[src/rtl/cpu_pkg.sv]
`default_nettype none
// ============================================================================
// Module  : cpu_pkg
// Brief   : Shared opcodes, state encoding and select/fault codes for the
//           Project2 multi-cycle control path.
// Rev     : 1.0
// ============================================================================
package cpu_pkg;

    localparam logic [3:0] OP1_ALUR  = 4'b0000;
    localparam logic [3:0] OP1_ALUI  = 4'b1000;
    localparam logic [3:0] OP1_CMPR  = 4'b0010;
    localparam logic [3:0] OP1_CMPI  = 4'b1010;
    localparam logic [3:0] OP1_BCOND = 4'b0110;
    localparam logic [3:0] OP1_SW    = 4'b0101;
    localparam logic [3:0] OP1_LW    = 4'b1001;
    localparam logic [3:0] OP1_JAL   = 4'b1011;

    typedef enum logic [2:0] {
        S_FETCH  = 3'd0,
        S_DECODE = 3'd1,
        S_EXEC   = 3'd2,
        S_MEM    = 3'd3,
        S_WB     = 3'd4,
        S_HALT   = 3'd5
    } state_t;

    localparam logic [1:0] PC_SEL_PLUS4  = 2'd0;
    localparam logic [1:0] PC_SEL_BRANCH = 2'd1;
    localparam logic [1:0] PC_SEL_ALU    = 2'd2;

    localparam logic [1:0] WSEL_ALU = 2'd0;
    localparam logic [1:0] WSEL_MEM = 2'd1;
    localparam logic [1:0] WSEL_PC4 = 2'd2;

    localparam logic [1:0] FAULT_NONE        = 2'd0;
    localparam logic [1:0] FAULT_ILLEGAL     = 2'd1;
    localparam logic [1:0] FAULT_MEM_TIMEOUT = 2'd2;

    localparam logic [3:0] ALU_ADD = 4'b0000;

endpackage
`default_nettype wire

[src/rtl/inst_decoder.sv]
`default_nettype none
// ============================================================================
// Module  : inst_decoder
// Brief   : Combinational opcode classifier on the control byte of the IR.
// Rev     : 1.0
// ============================================================================
module inst_decoder
    import cpu_pkg::*;
(
    input  logic [7:0] i_ir_ctrl,
    output logic [3:0] o_fn,
    output logic       o_is_alu,
    output logic       o_is_cmp,
    output logic       o_is_imm,
    output logic       o_is_br,
    output logic       o_is_lw,
    output logic       o_is_sw,
    output logic       o_is_jal,
    output logic       o_illegal
);

    logic [3:0] w_opcode;

    assign w_opcode = i_ir_ctrl[3:0];
    assign o_fn     = i_ir_ctrl[7:4];

    always_comb begin
        o_is_alu  = 1'b0;
        o_is_cmp  = 1'b0;
        o_is_imm  = 1'b0;
        o_is_br   = 1'b0;
        o_is_lw   = 1'b0;
        o_is_sw   = 1'b0;
        o_is_jal  = 1'b0;
        o_illegal = 1'b0;
        case (w_opcode)
            OP1_ALUR:  o_is_alu = 1'b1;
            OP1_ALUI:  begin o_is_alu = 1'b1; o_is_imm = 1'b1; end
            OP1_CMPR:  o_is_cmp = 1'b1;
            OP1_CMPI:  begin o_is_cmp = 1'b1; o_is_imm = 1'b1; end
            OP1_BCOND: o_is_br  = 1'b1;
            OP1_SW:    begin o_is_sw  = 1'b1; o_is_imm = 1'b1; end
            OP1_LW:    begin o_is_lw  = 1'b1; o_is_imm = 1'b1; end
            OP1_JAL:   begin o_is_jal = 1'b1; o_is_imm = 1'b1; end
            default:   o_illegal = 1'b1;
        endcase
    end

endmodule
`default_nettype wire

[src/rtl/multicycle_ctrl.sv]
`default_nettype none
// ============================================================================
// Module  : multicycle_ctrl
// Brief   : FETCH/DECODE/EXEC/MEM/WB sequencer driving the datapath enables.
// Rev     : 1.0
// ============================================================================
module multicycle_ctrl
    import cpu_pkg::*;
#(
    parameter int MEM_TIMEOUT = 16,
    parameter int CNT_BITS    = 32
) (
    input  logic                clk,
    input  logic                reset,
    input  logic [31:0]         inst_word,
    input  logic                br_taken,
    input  logic                mem_ready,
    output logic [31:0]         ir,
    output logic                pc_we,
    output logic [1:0]          pc_sel,
    output logic                reg_we,
    output logic [1:0]          reg_wsel,
    output logic                alu_bsel,
    output logic [3:0]          alu_op,
    output logic                mem_req,
    output logic                mem_we,
    output logic [2:0]          state,
    output logic                halted,
    output logic [1:0]          fault_code,
    output logic [CNT_BITS-1:0] instret
);

    localparam int WAIT_BITS = $clog2(MEM_TIMEOUT + 1);

    state_t                r_state;
    logic [31:0]           r_ir;
    logic [WAIT_BITS-1:0]  r_wait;
    logic [CNT_BITS-1:0]   r_instret;
    logic                  r_halted;
    logic [1:0]            r_fault;

    logic [3:0] w_fn;
    logic       w_is_alu, w_is_cmp, w_is_imm, w_is_br;
    logic       w_is_lw, w_is_sw, w_is_jal, w_illegal;
    logic       w_alu_phase;

    inst_decoder u_dec (
        .i_ir_ctrl (r_ir[7:0]),
        .o_fn      (w_fn),
        .o_is_alu  (w_is_alu),
        .o_is_cmp  (w_is_cmp),
        .o_is_imm  (w_is_imm),
        .o_is_br   (w_is_br),
        .o_is_lw   (w_is_lw),
        .o_is_sw   (w_is_sw),
        .o_is_jal  (w_is_jal),
        .o_illegal (w_illegal)
    );

    always_ff @(posedge clk or negedge reset) begin
        if (!reset) begin
            r_state   <= S_FETCH;
            r_ir      <= '0;
            r_wait    <= '0;
            r_instret <= '0;
            r_halted  <= 1'b0;
            r_fault   <= FAULT_NONE;
        end else begin
            case (r_state)
                S_FETCH: begin
                    r_ir    <= inst_word;
                    r_state <= S_DECODE;
                end
                S_DECODE: begin
                    if (w_illegal) begin
                        r_state  <= S_HALT;
                        r_halted <= 1'b1;
                        r_fault  <= FAULT_ILLEGAL;
                    end else begin
                        r_state <= S_EXEC;
                    end
                end
                S_EXEC: begin
                    if (w_is_br) begin
                        r_instret <= r_instret + CNT_BITS'(1);
                        r_state   <= S_FETCH;
                    end else if (w_is_lw || w_is_sw) begin
                        r_wait  <= '0;
                        r_state <= S_MEM;
                    end else begin
                        r_state <= S_WB;
                    end
                end
                S_MEM: begin
                    // A ready strobe in the final allowed cycle still wins over the timeout.
                    if (mem_ready) begin
                        if (w_is_sw) begin
                            r_instret <= r_instret + CNT_BITS'(1);
                            r_state   <= S_FETCH;
                        end else begin
                            r_state <= S_WB;
                        end
                    end else if (r_wait == WAIT_BITS'(MEM_TIMEOUT - 1)) begin
                        r_state  <= S_HALT;
                        r_halted <= 1'b1;
                        r_fault  <= FAULT_MEM_TIMEOUT;
                    end else begin
                        r_wait <= r_wait + WAIT_BITS'(1);
                    end
                end
                S_WB: begin
                    r_instret <= r_instret + CNT_BITS'(1);
                    r_state   <= S_FETCH;
                end
                S_HALT:  r_state <= S_HALT;
                default: r_state <= S_FETCH;
            endcase
        end
    end

    // ALU controls stay stable from EXEC through WB so the address/result hold.
    assign w_alu_phase = (r_state == S_EXEC) || (r_state == S_MEM) || (r_state == S_WB);

    always_comb begin
        pc_we    = 1'b0;
        pc_sel   = PC_SEL_PLUS4;
        reg_we   = 1'b0;
        reg_wsel = WSEL_ALU;
        alu_bsel = 1'b0;
        alu_op   = ALU_ADD;
        mem_req  = 1'b0;
        mem_we   = 1'b0;
        if (w_alu_phase) begin
            alu_op   = (w_is_alu || w_is_cmp || w_is_br) ? w_fn : ALU_ADD;
            alu_bsel = w_is_imm;
        end
        case (r_state)
            S_EXEC: begin
                if (w_is_br) begin
                    pc_we  = 1'b1;
                    pc_sel = br_taken ? PC_SEL_BRANCH : PC_SEL_PLUS4;
                end
            end
            S_MEM: begin
                mem_req = 1'b1;
                mem_we  = w_is_sw;
                pc_we   = mem_ready && w_is_sw;
            end
            S_WB: begin
                reg_we   = 1'b1;
                pc_we    = 1'b1;
                reg_wsel = w_is_lw ? WSEL_MEM : (w_is_jal ? WSEL_PC4 : WSEL_ALU);
                pc_sel   = w_is_jal ? PC_SEL_ALU : PC_SEL_PLUS4;
            end
            default: ;
        endcase
    end

    assign ir         = r_ir;
    assign state      = r_state;
    assign halted     = r_halted;
    assign fault_code = r_fault;
    assign instret    = r_instret;

endmodule
`default_nettype wire

[config.mk]
export PLATFORM = sky130hd
export DESIGN_NAME = multicycle_ctrl
export DESIGN_NICKNAME = d
export VERILOG_FILES = /design/src/rtl/cpu_pkg.sv /design/src/rtl/inst_decoder.sv /design/src/rtl/multicycle_ctrl.sv
export SDC_FILE = /design/constraint.sdc
export NUM_CORES = 1
export LEC_CHECK = 0
export BUFFER_PORTS_ARGS = -buffer_cell sky130_fd_sc_hd__clkbuf_2
export CORE_UTILIZATION = 45
export DETAILED_ROUTE_END_ITERATION = 10
export GPL_TIMING_DRIVEN = 0
export PLACE_DENSITY = 0.72
export SYNTH_ARGS = -nofsm -noshare
export SYNTH_HDL_FRONTEND = slang
export SYNTH_HIERARCHICAL = 1
export SYNTH_SLANG_ARGS = --single-unit
export TNS_END_PERCENT = 1
[constraint.sdc]
create_clock -name clk -period 2.3 [get_ports clk]
set_input_delay 0.46 -clock clk [delete_from_list [all_inputs] [get_ports clk]]
set_output_delay 0.46 -clock clk [all_outputs]
set_load 0.02 [all_outputs]
======== Word level (Yosys, flattened, before mapping) ========
Cells that the tools add are included.
storage, ports and cells
  output and inout port bits .............. 83
  word-level logic and storage cells ...... 94
  flip-flop bits (word level) ............. 75
cells by class
  equal/unequal tests ..................... 23
  $add $sub $neg .......................... 2
  reductions and logical operators ........ 18
  multiplexer cells ....................... 45
operators by type and width
  kind                   count
  $mux 32                3
  $pmux 32 s3            1
  $add 32x1->32 const B  1
  $mux 5                 4
  $mux 3                 6
  $ne 2x2->1 const B     9
  $mux 1                 17
  $eq 4x4->1 const B     4
  $pmux 3 s5             1
  $mux 2                 6
  $pmux 5 s2             1
  $eq 4x3->1 const B     2
  $mux 4                 2
  $pmux 2 s2             2
  $reduce_and 4->1       2
  $reduce_or 8->1        1
  $eq 3x2->1 const B     2
  $eq 3x3->1 const B     2
  $add 5x1->5 const B    1
  $eq 5x4->1 const B     1
  $logic_or 1x1->1       5
  $reduce_and 5->1       1
  $reduce_or 5->1        1
  $eq 4x2->1 const B     1
  10 further kinds       12

======== Depth between registers and ports, before layout ========
Gate-level depths: netlist (run 1).
  depth after elaboration ................. 7
  depth in mapped cells ................... 7
  mapped depth without buffers ............ 7

======== By module ========
Netlist (run 1), hierarchy kept.
modules (own cells, without submodules)
  module           cells an instance  instances  area each (sq um)
  multicycle_ctrl  294                1          3672.3
  inst_decoder     16                 1          125.1

======== Worst setup path before layout (run 1) ========
No wires, ideal clock.
  kind .................................... register to output
  start point ............................. register r_state[0] (netlist: state[0])
  end point ............................... output port reg_wsel[1]
  setup slack ............................. 106 ps
  path buffers ............................ 1
  data required time ...................... 1840 ps
  stages on the path, launching flop included .. 5
  arrival ................................. 1734 ps
  path through ............................ dfrtp_1 > buf_2 > nor3b_4 > and2_1 > nor2b_1
between the ends
  longest elaborated chain between the ends .. 2
ends and longest elaborated chain
  item                      RTL line                text
  start: declaration        multicycle_ctrl.sv:35   state_t r_state;
  start signal: assignment  multicycle_ctrl.sv:62   r_state <= S_FETCH;
  start signal: assignment  multicycle_ctrl.sv:72   r_state <= S_DECODE;
  start signal: assignment  multicycle_ctrl.sv:76   r_state <= S_HALT;
  $eq 3x3->1                multicycle_ctrl.sv:137  case (r_state)
  $mux 2                    multicycle_ctrl.sv:137
  end: declaration          multicycle_ctrl.sv:22   output logic [1:0] reg_wsel,
No other way between the ends.

======== Worst setup path in the final report (run 1) ========
  start point ............................. register r_ir[1] (netlist: ir[1])
  end point ............................... output port pc_we
between the ends
  longest elaborated chain between the ends .. 4
  elaborated cells on any way between the ends .. 7
  classes of those cells .................. 2 x eq/ne; 4 x mux; 1 x reduce/logical
ends and longest elaborated chain
  item                      RTL line                text
  start: declaration        multicycle_ctrl.sv:36   logic [31:0] r_ir;
  start signal: assignment  multicycle_ctrl.sv:71   r_ir <= inst_word;
  $eq 4x3->1                inst_decoder.sv:36      case (w_opcode)
  $mux 1                    inst_decoder.sv:36
  named net w_is_br         multicycle_ctrl.sv:43   logic w_is_alu, w_is_cmp, w_is_imm, w_is_br;
  $mux 1                    multicycle_ctrl.sv:139  if (w_is_br) begin
  $pmux 1 s3                multicycle_ctrl.sv:137
  end: declaration          multicycle_ctrl.sv:19   output logic pc_we,
The timed path passes the listed nets, and every way through them passes these cells.

==> results of run 1 <==
-- Yosys cell counts, drive strengths merged (2+ instances only) --
cell type / number / area (µm²)
nor3b: 6 / 61.3
buf: 15 / 100
and4bb: 3 / 41.3
nor2b: 6 / 37.5
xor2: 29 / 254
mux2: 36 / 405
nor2: 13 / 48.8
nand4: 11 / 105
and2: 10 / 62.6
nor4: 10 / 134
ha: 3 / 37.5
nor3: 9 / 45.0
and4: 4 / 36.3
nand3: 7 / 35.0
inv: 4 / 15.0
dfrtp: 75 / 1880
xnor2: 2 / 17.5
o22ai: 2 / 12.5
a21oi: 4 / 20.0
and3: 9 / 56.3
a22o: 5 / 43.8
or2: 3 / 18.8
o21ai: 4 / 20.0
nand2: 16 / 60.1
nor4b: 5 / 88.8
nand2b: 4 / 25.0
and2b: 2 / 17.5
-- final cells by class --
| type | instances | area (µm²) | area share [%] |
|---|---|---|---|
| plain buffers | 16 | 110 | 2.28 |
| clock buffers | 10 | 138 | 2.84 |
| multi-input cells | 215 | 1810 | 37.4 |
| inverters | 4 | 15.0 | 0.310 |
| clock inverters | 6 | 86.3 | 1.78 |
| well taps | 105 | 131 | 2.71 |
| flip-flops and latches | 75 | 1880 | 38.9 |
| repair buffers | 125 | 668 | 13.8 |
-- path summary, 6_finish.rpt --
path | cells past startpoint | end | slack (ns)
min in group asynchronous | 2 | instret[27]$_DFFE_PN0P_ | 0.55
hold reg to reg | 1 | halted$_DFFE_PN0P_ | 0.47
setup reg to reg | 7 | fault_code[1]$_DFFE_PN0P_ | 0.24
max in group asynchronous | 3 | ir[3]$_DFFE_PN0N_ | 1.17
hold / removal | 2 | ir[9]$_DFFE_PN0N_ | 0.34
setup / recovery | 6 | pc_we | -0.03
-- kinds of logic after synthesis --
family,count (synthesis),synth area share (%)
buffers and inverters,20,3.13
AND/OR/NAND/NOR,122,23.9
adder cells (fa/ha/maj),3,0.989
flip-flops,75,49.4
AO/OA/AOI/OAI,22,4.45
multiplexers,37,10.9
XOR/XNOR,31,7.15
-- what timing repair did --
item,4_1_cts,5_1_grt
cloned,0,0
gates resized for setup,6,6
setup endpoints to repair,5,9
setup buffers,5,0
hold buffers,1,0
hold endpoints to repair,7,0
pin swaps,2,2
-- layer usage --
layer	share of wire, %	vias up	track usage, %
met5	0	-	0
met4	2.1	0	8.46
met3	4.6	18	4.37
met2	48	77	31.2
met1	45	1418	27.4
li1	-	1384	-
-- registers in the layout, summed over array words and instances (netlist names) --
register	cells
instret	32
halted	1
fault_code	2
ir	32
state	3
r_wait	5
-- through the flow --
stage / util [%] / hold WS (ns) / area (µm²) / power (µW) / cells
floorplan: - / 0.164 / 3800 / 1350 / 310
global placement: 55.3 / 0.456 / 4520 / 1400 / 533
detailed placement: 55.6 / 0.370 / 4550 / 1410 / 534
CTS: 59.1 / 0.330 / 4830 / 2550 / 556
global route: 59.2 / 0.328 / 4840 / 2620 / 556
finish: 59.2 / 0.340 / 4840 / 2520 / 556
-- worst max-delay path, cell delays in order, from the launching register on --
cell and delay, ns:
dfrtp_2 0.47, and4bb_1 0.26, and4bb_4 0.23, a211oi_4 0.24, buf_6 0.15, inv_1 0.03, clkbuf_2 0.14
-- power breakdown --
part	switching [µW]	total [µW]	internal, µW
clock	499	1140	641
sequential	0	1320	1320
combinational	35.7	64.9	29.2
total	535	2520	1990
==> impl_metrics.csv, run 1 <==
group,metric,value,unit
yosys,synth-seq-cells,75,
layout,syn_to_final_growth,27.4,%
timing,rsz0062_at_grt,"true",
power_and_ir_drop,ir_drop,0.372,mV
timing,setup-tns-final,-0.0275,ns
die,initial_core_util,46.4,%
critical_path,startpoint_type,"flop",
critical_path,end_kind,"output pin",
clocking,cts_buffer_depth,2,
timing,hold_violations,0,
yosys,async_flop_share,100,%
die,io_pins,119,
flow_run,cap_violations,0,
layout,layout_commonest_cell,"clkbuf_2",
routing,detail-route-antenna-nets,0,
yosys,synth_area_per_cell,12.2,µm²
power_and_ir_drop,leakagePower,0.00270,µW
timing,fin_crit,2.33,ns
critical_path,path_class,"flop to output pin",
yosys,syn_inst,310,
clocking,cts.sinks,75,
layout,n_antenna_cell,0,
run_status,failed_checks,"negative setup slack",
routing,wl_per_cell,15.0,µm
placement,dp_hpwl,6.01,mm
worst_hold_path,hp-class,"input port to flop",
timing,setup_ws,-0.0275,ns
critical_path,reg2reg_from,"r_wait[0]$_DFFE_PN0P_",
placement,io_buffers,118,
timing,skew,0.0117,ns
critical_path,worst_ep_required_time,1.84,ns
worst_hold_path,min_from,"inst_word[9]",
clocking,numCtsBuffers,9,
layout,drive_gt1_share,49.0,%
timing,setup_violations,1,
die,die_x,93.9,µm
timing,slew_violations,0,
critical_path,arrival,1.87,ns
global_route,grt_pass1_wl,13.7,mm
clocking,htreeDepth,3,
clocking,root_buffer,"clkbuf_8",
yosys,ys_warn_count,6,
yosys,seq_area_frac_synth,49.4,%
routing,first_pass_iters,4,
yosys,synthDistinctLibCells,53,
global_route,grt-ovfl-total,0,
critical_path,crit_path_max_fanout,10,
routing,via_count,2897,
timing,fmax,430,MHz
timing,worst_pin_slew,0.678,ns
global_route,first_global_vias,2821,
clocking,clk_latency,0.35,ns
yosys,syn_area,3800,µm²
clocking,clk_pin_slew,0.09,ns
die,die_y,93.9,µm
timing,slew_headroom,54.3,%
clocking,cts_tree,"built",
global_route,grt_start_max_net_pins,61,
yosys,synthFlopType,"dfrtp_1",
die,rows,33,
routing,vias_per_cell,5.21,
layout,nets,485,
routing,routed_wl,8.32,mm
die,die_area,8810,µm²
run_status,status,"complete, but fails checks",
critical_path,setup.worst_path.start,"ir[1]$_DFFE_PN0N_",
global_route,grt_usage,20.2,%
placement,gp_congestion,0.813,
layout,mostFrequentLayoutCells,"clkbuf_2 (114), dfrtp_1 (71), mux2_2 (36), xor2_1 (29), nand2_1 (16)",
timing,min_period_over_period,101,%
placement,post-place-ws,0.0192,ns
layout,filler_cell_count,727,
routing,post-route-drc-count,0,
routing,first_iter_violations,118,
die,coreArea,8180,µm²
global_route,antenna_found_initial,0,
yosys,synth_fp_nets,349,
yosys,synth_edf_count,0,
power_and_ir_drop,power_density,521,nW/µm²
Note: power is estimated with default switching activity, not from simulation.
==> run 2: changes to the inputs <==
PLACE_DENSITY = 0.75   (was 0.72)
clock period = 2 ns   (was 2.3 ns; I/O delays follow)
==> run 2 against run 1 <==
Against the previous run: the flow finishes with violations (design-rule violations, negative setup slack); wire length increased by 7.9%; combinational power is 17% higher; sequential power rose by 14%; count of clock-buffer cells in the layout stayed put; first-iteration DRC count is 23% higher; die area did not move; clock skew is 0.00068 ns higher; global-route usage is 2.1 points higher.
==> impl_metrics.csv, run 2 (synthesis results as in run 1) <==
group,metric,value,unit
placement,gp_congestion,0.785,
die,die_y,93.9,µm
routing,via_count,3025,
layout,nets,495,
critical_path,crit_path_max_fanout,8,
die,rows,33,
global_route,grt_pass1_wl,15.2,mm
layout,fin_util,62.1,%
worst_hold_path,hp-class,"input port to flop",
timing,rsz0062_at_grt,"true",
critical_path,crit_path_top_delay_cell,"dfrtp_2",
global_route,antenna_found_initial,0,
critical_path,r2r_slack,-0.05,ns
flow_run,cap_violations,0,
clocking,cts_buffer_depth,2,
timing,fin_crit,2.26,ns
die,coreArea,8180,µm²
placement,dp_hpwl,6.24,mm
layout,drive_gt1_share,53.4,%
timing,fmax,442,MHz
layout,layout_commonest_cell,"clkbuf_2",
timing,skew,0.0123,ns
placement,io_buffers,118,
critical_path,path_cells,"and4bb_2, and4bb_4, a211oi_4, buf_6, inv_2, buf_8",
global_route,grt_usage,22.2,%
routing,vias_per_cell,5.34,
global_route,grt-ovfl-total,0,
timing,slew_headroom,64.3,%
clocking,root_buffer,"clkbuf_8",
critical_path,cpPeakStageDelay,0.46,ns
run_status,failed_checks,"design-rule violations, negative setup slack",
placement,post-place-ws,-0.240,ns
timing,setup_ws,-0.263,ns
clocking,clk_latency,0.36,ns
timing,setup_violations,12,
critical_path,crit_buf_inv,3,
power_and_ir_drop,ir_drop,0.518,mV
timing,worst_pin_slew,0.535,ns
clocking,cts_tree,"built",
critical_path,worst_ep_required_time,1.60,ns
layout,syn_to_final_growth,33.7,%
clocking,htreeDepth,3,
routing,routed_wl,8.98,mm
clocking,cts.sinks,75,
layout,fin_cells,566,
global_route,first_global_vias,3033,
critical_path,end_kind,"output pin",
global_route,grt_start_max_net_pins,60,
die,io_pins,119,
critical_path,critPathTopFamily,"simple AND/OR/NAND/NOR gates",
layout,final_area,5080,µm²
power_and_ir_drop,leakagePower,0.00287,µW
layout,n_antenna_cell,0,
layout,mostFrequentLayoutCells,"clkbuf_2 (113), dfrtp_1 (72), mux2_2 (36), xor2_1 (29), buf_4 (22)",
routing,post-route-drc-count,2,
die,die_area,8810,µm²
critical_path,path_class,"flop to output pin",
routing,detail-route-antenna-nets,0,
timing,slew_violations,0,
clocking,numCtsBuffers,9,
die,initial_core_util,46.4,%
timing,min_period_over_period,113,%
routing,wl_per_cell,15.9,µm
clocking,clk_pin_slew,0.08,ns
timing,hold_violations,0,
critical_path,startpoint_type,"flop",
power_and_ir_drop,power_density,566,nW/µm²
power_and_ir_drop,power.total,2870,µW
placement,dp.cells,534,
die,die_x,93.9,µm
critical_path,arrival,1.86,ns
placement,place_area,4550,µm²
run_status,status,"complete, but fails checks",
routing,first_pass_iters,7,
routing,first_iter_violations,145,
[run 2: timing repair]
action                                 CTS  global route
setup endpoints to repair               25            67
pin swaps                                7            15
hold buffers                             1             0
gates resized for setup                 26            26
buffers inserted                        15             0
endpoints found under the hold margin   16             0
[run 2: through the flow]
step	TNS (ns)	hold slack (ns)
after detailed placement	-0.655	0.317
after global routing	-2.80	0.258
after CTS	-1.45	0.258
final	-1.58	0.270
after floorplan	-0.0270	0.104
after global placement	-10.07	0.458
[run 2: layout make-up]
| class | count | area [µm²] |
|---|---|---|
| inverters | 4 | 15.0 |
| multi-input cells | 215 | 1920 |
| plain buffers | 16 | 131 |
| well taps | 105 | 131 |
| clock inverters | 6 | 90.1 |
| flip-flops and latches | 75 | 1880 |
| clock buffers | 10 | 128 |
| fillers | 671 | 3100 |
| repair buffers | 135 | 783 |
[run 2: worst reg2reg max path, cell delays in order, from the launching register on]
cell,delay (ns)
dfrtp_1,0.41
ha_2,0.22
and3_1,0.16
ha_1,0.18
nor2b_2,0.19
a21oi_1,0.10
nor3b_2,0.30
mux2_2,0.37
[run 2: worst paths after layout]
path | start | end | cells after the start
min in group asynchronous | reset | instret[26]$_DFFE_PN0P_ | 2
max reg2reg | r_wait[0]$_DFFE_PN0P_ | fault_code[1]$_DFFE_PN0P_ | 7
max | ir[2]$_DFFE_PN0N_ | pc_we | 6
min | inst_word[6] | ir[6]$_DFFE_PN0N_ | 2
min reg2reg | instret[31]$_DFFE_PN0P_ | instret[31]$_DFFE_PN0P_ | 1
max in group asynchronous | reset | ir[2]$_DFFE_PN0N_ | 3
[run 2: metal layers]
layer | vias to the layer above | routed length [µm] | track usage, %
met5 | - | 0 | 0
met4 | 0 | 143 | 7.69
met3 | 12 | 435 | 4.61
met2 | 87 | 4520 | 35.3
met1 | 1522 | 3870 | 30.2
li1 | 1404 | - | -
[run 2: power breakdown]
group / total (µW) / leakage (µW) / internal (µW) / switching, µW
combinational: 75.7 / 0.00174 / 33.6 / 42.1
clock: 1280 / 0.000106 / 705 / 577
sequential: 1510 / 0.00102 / 1510 / 0
total: 2870 / 0.00287 / 2250 / 619
==> run 3: changes to the inputs <==
PLACE_DENSITY = 0.76   (was 0.75)
==> run 3 against run 2 <==
Against the previous run: the flow finishes with violations (negative setup slack); die area unchanged; wire length about the same; first-iteration DRC count is 0.69% higher; critical path type unchanged; final area up 0.17%; global-route usage down 1.0 points; sequential share of layout area barely moved; highest routed layer unchanged; critical path depth unchanged; core utilization up 0.11 points; largest cell class unchanged.
==> impl_metrics.csv, run 3 (synthesis results as in run 1) <==
group,metric,value,unit
timing,hold_violations,0,
power_and_ir_drop,p_comb_share,2.7,%
power_and_ir_drop,seqPwrFrac,53.8,%
power_and_ir_drop,p_int,2170,µW
die,die_x,93.9,µm
routing,vias_per_cell,5.34,
placement,dp.cells,534,
timing,rsz0062_at_grt,"true",
timing,setup_violations,12,
critical_path,reg2reg_from,"r_wait[0]$_DFFE_PN0P_",
timing,fmax,450,MHz
placement,gp_congestion,0.791,
timing,fin_crit,2.22,ns
critical_path,arrival,1.82,ns
clocking,cts_tree,"built",
critical_path,r2r_slack,-0.08,ns
critical_path,end_kind,"output pin",
die,coreArea,8180,µm²
layout,fin_util,62.2,%
timing,setup_ws,-0.222,ns
routing,first_pass_iters,4,
flow_run,cap_violations,0,
clocking,cts.sinks,75,
global_route,grt_pass1_wl,14.4,mm
critical_path,setup.worst_path.start,"ir[1]$_DFFE_PN0N_",
routing,first_iter_violations,146,
global_route,grt_use_met2,34.1,%
layout,n_antenna_cell,0,
layout,fin_cells,565,
die,io_pins,119,
timing,min_period_over_period,111,%
timing,slew_headroom,57.0,%
layout,nets,494,
routing,wl_per_cell,15.9,µm
power_and_ir_drop,power_density,554,nW/µm²
timing,whs,0.284,ns
clocking,clk_latency,0.34,ns
global_route,use_met3,4.77,%
critical_path,crit_end,"pc_we",
power_and_ir_drop,switching_share,22.9,%
layout,mostFrequentLayoutCells,"clkbuf_2 (111), dfrtp_1 (71), mux2_2 (36), xor2_1 (29), buf_4 (21)",
routing,via_count,3019,
global_route,use_met1,27.9,%
timing,slew_violations,0,
run_status,failed_checks,"negative setup slack",
worst_hold_path,min_from,"inst_word[9]",
global_route,grt-busiest-layer,"met2",
critical_path,path_class,"flop to output pin",
global_route,antenna_found_initial,0,
die,initial_core_util,46.4,%
global_route,grt_start_max_net_pins,60,
power_and_ir_drop,ir_drop,0.478,mV
routing,detail-route-antenna-nets,0,
critical_path,r2r_end,"fault_code[1]$_DFFE_PN0P_",
global_route,grt-ovfl-total,0,
clocking,numCtsBuffers,9,
critical_path,crit_path_max_fanout,4,
power_and_ir_drop,clkPwrFrac,43.5,%
critical_path,startpoint_type,"flop",
routing,post-route-drc-count,0,
layout,syn_to_final_growth,33.9,%
global_route,grt_usage,21.2,%
critical_path,reg2reg_depth,7,
timing,worst_pin_slew,0.638,ns
die,die_y,93.9,µm
worst_hold_path,hp-class,"input port to flop",
routing,routed_wl,8.97,mm
die,die_area,8810,µm²
layout,drive_gt1_share,54.3,%
power_and_ir_drop,leakagePower,0.00290,µW
global_route,first_global_vias,2920,
critical_path,worst_ep_required_time,1.60,ns
die,rows,33,
placement,io_buffers,118,
clocking,htreeDepth,3,
timing,skew,0.0132,ns
layout,layout_commonest_cell,"clkbuf_2",
clocking,cts_buffer_depth,2,
clocking,clk_pin_slew,0.09,ns
clocking,root_buffer,"clkbuf_8",
power_and_ir_drop,netSwitchingPower,645,µW
placement,dp_hpwl,6.09,mm
run_status,status,"complete, but fails checks",
## run 3: cell types whose count changed in the layout (fill, tap and decap cells not counted), moves of 2 or more
| cell | change |
|---|---|
| o21ai_0 | +2 |
| o21ai_1 | -2 |
| inv_6 | +2 |
| nor4_4 | +2 |
| clkbuf_2 | -2 |
| buf_6 | -4 |
| nor2_2 | +3 |
| nor2_1 | -3 |
| nor3_2 | +2 |
| clkbuf_8 | +2 |
| nor4_2 | -2 |
| buf_2 | +2 |
## run 3: area by class of cell
cell class | instances | area (µm²)
fill | 662 | 3090
multi-input combinational | 215 | 1950
sequential | 75 | 1880
timing repair buffer | 135 | 783
clock buffer | 10 | 138
tap | 105 | 131
buffer | 15 | 119
clock inverter | 6 | 72.6
inverter | 4 | 15.0
## run 3: power by group through the flow
stage	Sequential (µW)	Combinational [µW]	Clock, µW
after detailed placement	1550	76.9	0
after global placement	1550	67.0	0
final	1510	77.2	1230
after CTS	1510	78.6	1260
after floorplan	1550	4.66	0
after global routing	1510	88.5	1320
## run 3: critical path, stage by stage, from the launching register on
cell,delay (ns)
dfrtp_2,0.44
and4bb_2,0.28
and4bb_4,0.22
a211oi_4,0.24
buf_6,0.15
inv_2,0.03
buf_8,0.11
## run 3: repair_timing
item	4_1_cts	5_1_grt
setup buffers	15	0
hold buffers	1	0
endpoints found under the hold margin	16	0
endpoints found under the setup margin	18	65
pin swaps	10	14
gates cloned	0	0
resized for setup	28	23
## run 3: worst min-delay path by stage
stage                                            to  depth (start not counted)
after CTS                         ir[9]$_DFFE_PN0N_                          2
after floorplan           fault_code[0]$_DFFE_PN0P_                          0
after global routing              ir[9]$_DFFE_PN0N_                          2
after global placement           halted$_DFFE_PN0P_                          1
final                             ir[9]$_DFFE_PN0N_                          2
after detailed placement    instret[26]$_DFFE_PN0P_                          1
## run 3: routing by layer
metal	up-vias	wire length, µm	share of wire [%]
met5	-	0	0
met4	0	149	1.7
met3	14	443	4.9
met2	86	4530	51
met1	1518	3850	43
li1	1401	-	-
## run 3: through the flow
stage	worst slack, ns	area [µm²]	TNS [ns]	power, µW
finish	-0.222	5090	-1.34	2820
global route	-0.275	5090	-4.82	2920
detailed placement	-0.238	4550	-0.497	1620
CTS	-0.212	4980	-1.15	2850
global placement	-0.222	4520	-10.43	1610
floorplan	-0.0270	3800	-0.0270	1550
